===== src/rtl/sockit_spi_pkg.sv =====
// Shared helpers for the sockit SPI FIFOs.
//   lvl_width : bits needed to hold an occupancy count of 0..depth
//   ptr_inc   : pointer increment with wrap at depth-1 (any depth, not only 2^n)
package sockit_spi_pkg;

    function automatic int unsigned lvl_width(input int unsigned depth);
        return $clog2(depth + 1);
    endfunction

    function automatic int unsigned ptr_inc(input int unsigned ptr, input int unsigned depth);
        return (ptr == depth - 1) ? 32'd0 : ptr + 32'd1;
    endfunction

endpackage


===== src/rtl/sockit_spi_fifo_mem.sv =====
// DW x DEPTH register array: one synchronous write port, one asynchronous read port.
// Kept separate so it can be replaced by a vendor RAM. Contents are not reset.
//   clk : write clock
//   we  : write enable
//   wa  : write address
//   wd  : write data
//   ra  : read address
//   rd  : read data (combinational from ra)
module sockit_spi_fifo_mem #(
    parameter int unsigned DW    = 8,
    parameter int unsigned DEPTH = 4,
    parameter int unsigned AW    = 2
)(
    input  logic          clk,
    input  logic          we,
    input  logic [AW-1:0] wa,
    input  logic [DW-1:0] wd,
    input  logic [AW-1:0] ra,
    output logic [DW-1:0] rd
);

    logic [DW-1:0] mem [DEPTH];

    always_ff @(posedge clk) begin
        if (we) mem[wa] <= wd;
    end

    assign rd = mem[ra];

endmodule


===== src/rtl/sockit_spi_fifo.sv =====
// Single-clock FIFO with valid/ready on both sides, synchronous clear,
// occupancy level, almost-full/almost-empty flags and a peak-level watermark.
//   clk, rst         : clock, asynchronous active-high reset
//   clr              : synchronous clear of contents and watermark
//   fi_vld/fi_dat/fi_rdy : input handshake (fi_rdy = not full)
//   fo_vld/fo_dat/fo_rdy : output handshake (fo_vld = not empty, fo_dat = head)
//   alf_thr, ale_thr : almost-full / almost-empty thresholds
//   lvl              : current occupancy 0..DEPTH
//   alf, ale         : lvl >= alf_thr, lvl <= ale_thr
//   pk_lvl           : highest lvl since reset/clear
module sockit_spi_fifo
    import sockit_spi_pkg::*;
#(
    parameter int unsigned DW    = 8,
    parameter int unsigned DEPTH = 4,
    parameter int unsigned CW    = lvl_width(DEPTH)
)(
    input  logic          clk,
    input  logic          rst,
    input  logic          clr,
    input  logic          fi_vld,
    input  logic [DW-1:0] fi_dat,
    output logic          fi_rdy,
    output logic          fo_vld,
    output logic [DW-1:0] fo_dat,
    input  logic          fo_rdy,
    input  logic [CW-1:0] alf_thr,
    input  logic [CW-1:0] ale_thr,
    output logic [CW-1:0] lvl,
    output logic          alf,
    output logic          ale,
    output logic [CW-1:0] pk_lvl
);

    localparam int unsigned   PW       = (DEPTH > 1) ? $clog2(DEPTH) : 1;
    localparam logic [CW-1:0] LVL_FULL = CW'(DEPTH);

    logic [PW-1:0] wr_ptr;
    logic [PW-1:0] rd_ptr;
    logic [CW-1:0] lvl_nxt;
    logic          push;
    logic          pop;

    // Handshake qualifiers depend only on registered lvl, so there is no
    // combinational path from fi_vld to fo_vld or from fo_rdy to fi_rdy.
    assign fi_rdy = (lvl != LVL_FULL);
    assign fo_vld = (lvl != '0);
    assign push   = fi_vld & fi_rdy;
    assign pop    = fo_vld & fo_rdy;

    assign alf = (lvl >= alf_thr);
    assign ale = (lvl <= ale_thr);

    always_comb begin
        lvl_nxt = lvl;
        if (clr)
            lvl_nxt = '0;
        else if (push && !pop)
            lvl_nxt = lvl + CW'(1);
        else if (pop && !push)
            lvl_nxt = lvl - CW'(1);
    end

    always_ff @(posedge clk or posedge rst) begin
        if (rst) begin
            wr_ptr <= '0;
            rd_ptr <= '0;
            lvl    <= '0;
            pk_lvl <= '0;
        end else begin
            lvl <= lvl_nxt;
            if (clr) begin
                wr_ptr <= '0;
                rd_ptr <= '0;
                pk_lvl <= '0;
            end else begin
                if (push) wr_ptr <= PW'(ptr_inc(32'(wr_ptr), DEPTH));
                if (pop)  rd_ptr <= PW'(ptr_inc(32'(rd_ptr), DEPTH));
                if (lvl_nxt > pk_lvl) pk_lvl <= lvl_nxt;
            end
        end
    end

    // A write during clr lands in an entry that the reset pointers make
    // unreachable until it is overwritten, so it needs no extra qualification.
    sockit_spi_fifo_mem #(
        .DW    (DW),
        .DEPTH (DEPTH),
        .AW    (PW)
    ) u_mem (
        .clk (clk),
        .we  (push),
        .wa  (wr_ptr),
        .wd  (fi_dat),
        .ra  (rd_ptr),
        .rd  (fo_dat)
    );

endmodule


===== config.mk =====
export PLATFORM = sky130hd
export DESIGN_NAME = sockit_spi_fifo
export DESIGN_NICKNAME = d
export VERILOG_FILES = /design/src/rtl/sockit_spi_pkg.sv /design/src/rtl/sockit_spi_fifo_mem.sv /design/src/rtl/sockit_spi_fifo.sv
export SDC_FILE = /design/constraint.sdc
export NUM_CORES = 1
export LEC_CHECK = 0
export CAP_MARGIN = 10
export CORE_MARGIN = 2
export CORE_UTILIZATION = 30
export CTS_CLUSTER_SIZE = 24
export DETAILED_ROUTE_END_ITERATION = 10
export PLACE_DENSITY_LB_ADDON = 0.08
export SYNTH_ARGS = -nofsm -noshare
export SYNTH_HDL_FRONTEND = slang
export SYNTH_SLANG_ARGS = --single-unit

===== constraint.sdc =====
create_clock -name clk -period 6.2 [get_ports clk]
set_input_delay 1.24 -clock clk [delete_from_list [all_inputs] [get_ports clk]]
set_output_delay 1.24 -clock clk [all_outputs]
set_load 0.005 [all_outputs]

==> qor.csv <==
stage;metric;value;unit
sta;timing.setup.tns;0;ps
drt;drc;0;
sta;tightestPinTransition;598;ps
synth;synth_ff_type;edfxtp_1;
clock_network;clock_latency;300;ps
sta;fmax;238;MHz
synth;syn-num-nets;189;
synth;ys_seq_elements;42;
clock_network;cts_sinks;42;
clock_network;root_buffer;clkbuf_8;
power_and_ir_drop;peakVddDrop;0.169;mV
synth;ys.warnings.count;0;
floorplan;dieWidth;88.2;um
synth;ys_seq_area_share;57.0;%
sta;fin_skew;5.35;ps
drt;wl_per_cell;14.6;um
synth;synth_edf_count;32;
placement;hpwl;2.96;mm
clock_network;clockBufferDepth;2;
setup_path;cp_cell_sequence;clkdlybuf4s50_1 > inv_1 > ha_1 > nor2b_1 > o21a_1 > o21ai_0 > clkdlybuf4s50_1;
sta;fin_crit_sh;67.8;%
hold_path;hp-start;wr_ptr[1];
global_route;grt_start_max_net_pins;17;
drt;routed_wl;4.17;mm
setup_path;cp_slowest_cell;clkdlybuf4s50_1;
synth;netlist_instances;153;
clock_network;hold_buffers;0;
synth;avgSynthCellArea;13.9;sq um
setup_path;worstSetupStartpointType;primary input;
setup_path;cpLargestDelayFamily;buffers and inverters;
setup_path;crit_start;ale_thr[1];
sta;rsz0062_at_grt;no;
hold_path;holdCritPathClass;reg -> reg;
synth;synthArstFlopShare;23.8;%
status;status;finished, final reports clean;
drt;first_pass_iters;4;
global_route;overflow;0;
setup_path;setup.worst_path.end_class;output port;
setup_path;rr_startpoint;lvl[1];
drt;antenna_left;0;
power_and_ir_drop;p_leak;0.000988;uW
setup_path;max_stage_delay;520;ps
sta;post-route-min-period;4200;ps
clock_network;cts_tree;yes;
sta;finalHoldViolations;0;
synth;synth_largest_area_cell;edfxtp_1;
placement;place_congestion;0.721;
setup_path;cpMostUsedCell;clkdlybuf4s50_1;
synth;netlist_area;2130;sq um
synth;synth_top_area_share;45.2;%
floorplan;rows;30;
global_route;grt_use_total;11.8;%
floorplan;core-area;6830;sq um
layout;layout.nets;225;
clock_network;post-cts-setup-buffer-count;0;
clock_network;cts_resized;0;
setup_path;critical_path_buf_inv_count;3;
floorplan;die_y;88.2;um
clock_network;path_clk_slew;80;ps
setup_path;critPathKind;in -> out;
setup_path;worstPathArrival;2960;ps
global_route;first_global_vias;1398;
placement;placed_cell_area;2550;sq um
synth;yosysUniqueCellTypes;41;
layout;drive_above_1_share;11.6;%
clock_network;htreeDepth;2;
synth;yosysMostFrequentCell;edfxtp_1;
sta;drv_slew;0;
drt;dr_total_vias;1324;
synth;synth_common_cells;edfxtp_1 (32), ha_1 (17), inv_1 (13), dfrtp_1 (10), a21oi_1 (9);
power_and_ir_drop;power_density;375;nW/um^2
global_route;grt_pass1_wl;6.79;mm
job;cap_violations;0;
drt;vias_per_cell;4.63;
global_route;grt_antenna_before_repair;0;
layout;syn2layout_area_growth;24.4;%
placement;io_buffers;36;
floorplan;initial_core_util;31.1;%
setup_path;crit_fanout;2;
floorplan;ios;37;
synth;ys_top_cells_by_area;edfxtp_1 (45%), dfrtp_1 (12%), ha_1 (10%);
sta;slew_headroom;60.2;%
floorplan;dieArea;7780;sq um
layout;design_area;2640;sq um
setup_path;cp.required;4960;ps
drt;drt_first_iter_violations;54;
sta;setup_viol;0;
layout;antenna_cells;0;
clock_network;cts_buffers;5;
-- sequential cells by signal, summed over array words and instances (netlist names) --
| signal | cells |
|---|---|
| lvl | 3 |
| wr_ptr | 2 |
| rd_ptr | 2 |
| pk_lvl | 3 |
| u_mem.mem | 32 |
-- kinds of logic after synthesis --
family	count (synthesis)	share of synthesized area, %
buffers and inverters	20	4.88
multiplexers	9	8.95
AO/OA/AOI/OAI	26	8.42
XOR/XNOR	2	0.824
adder cells (fa/ha/maj)	17	10.0
flip-flops	42	57.0
AND/OR/NAND/NOR	37	9.95
-- worst reg2reg max path, cell delays in order (launching register included) --
cell,delay [ps]
dfrtp_1,510
inv_1,130
ha_1,360
nand2b_1,180
o22ai_1,90
or3_1,400
a21oi_1,230
ha_1,290
a211o_1,310
and2_1,190
a311oi_1,230
-- metrics by stage --
| stage | total power (uW) | utilization [%] | instances | worst slack [ps] | hold WS [ps] |
|---|---|---|---|---|---|
| 4_1_cts | 1010 | 38.7 | 286 | 1990 | 585 |
| 3_3_place_gp | 809 | 37.3 | 278 | 2020 | 555 |
| 2_1_floorplan | 657 | - | 153 | 2960 | 543 |
| 6_report | 992 | 38.7 | 286 | 2000 | 593 |
| 3_5_place_dp | 821 | 37.3 | 278 | 1990 | 572 |
| 5_1_grt | 1070 | 38.7 | 286 | 1890 | 605 |
-- per-layer routing --
| layer | track usage [%] | routed length, um | vias to the layer above |
|---|---|---|---|
| li1 | - | - | 635 |
| met1 | 15.8 | 2000 | 656 |
| met2 | 18.4 | 1960 | 29 |
| met3 | 4.05 | 168 | 4 |
| met4 | 2.89 | 39 | 0 |
| met5 | 0 | 0 | - |
-- cells in the final DEF, fill, tap and decap left out, drive strengths merged, types with 5 or more instances in the layout --
master         count
ha                17
dfrtp             10
edfxtp            32
a21oi              9
clkbuf             5
mux4               8
nand2              8
clkdlybuf4s50     36
nor2               6
inv               14
-- report_power, final --
group,switching [uW],internal (uW)
Sequential,45.5,342
Combinational,190,234
Clock,101,80.5
Total,336,656
-- worst paths after layout --
path	slack [ps]	cells past startpoint	endpoint
max	2000	7	ale
min	590	2	wr_ptr[1]
max reg2reg	3200	10	pk_lvl[1]
min reg2reg	590	2	wr_ptr[1]
max in group asynchronous	4700	2	rd_ptr[1]
min in group asynchronous	1210	2	rd_ptr[0]
-- area by class of cell --
class | count | area, sq um
fillers | 694 | 4190
flip-flops and latches | 42 | 1210
multi-input cells | 91 | 811
repair buffers | 36 | 360
well taps | 96 | 120
clock buffers | 5 | 68.8
inverters | 13 | 48.8
clock inverters | 3 | 23.8
Note: power is estimated with default switching activity, not from simulation.
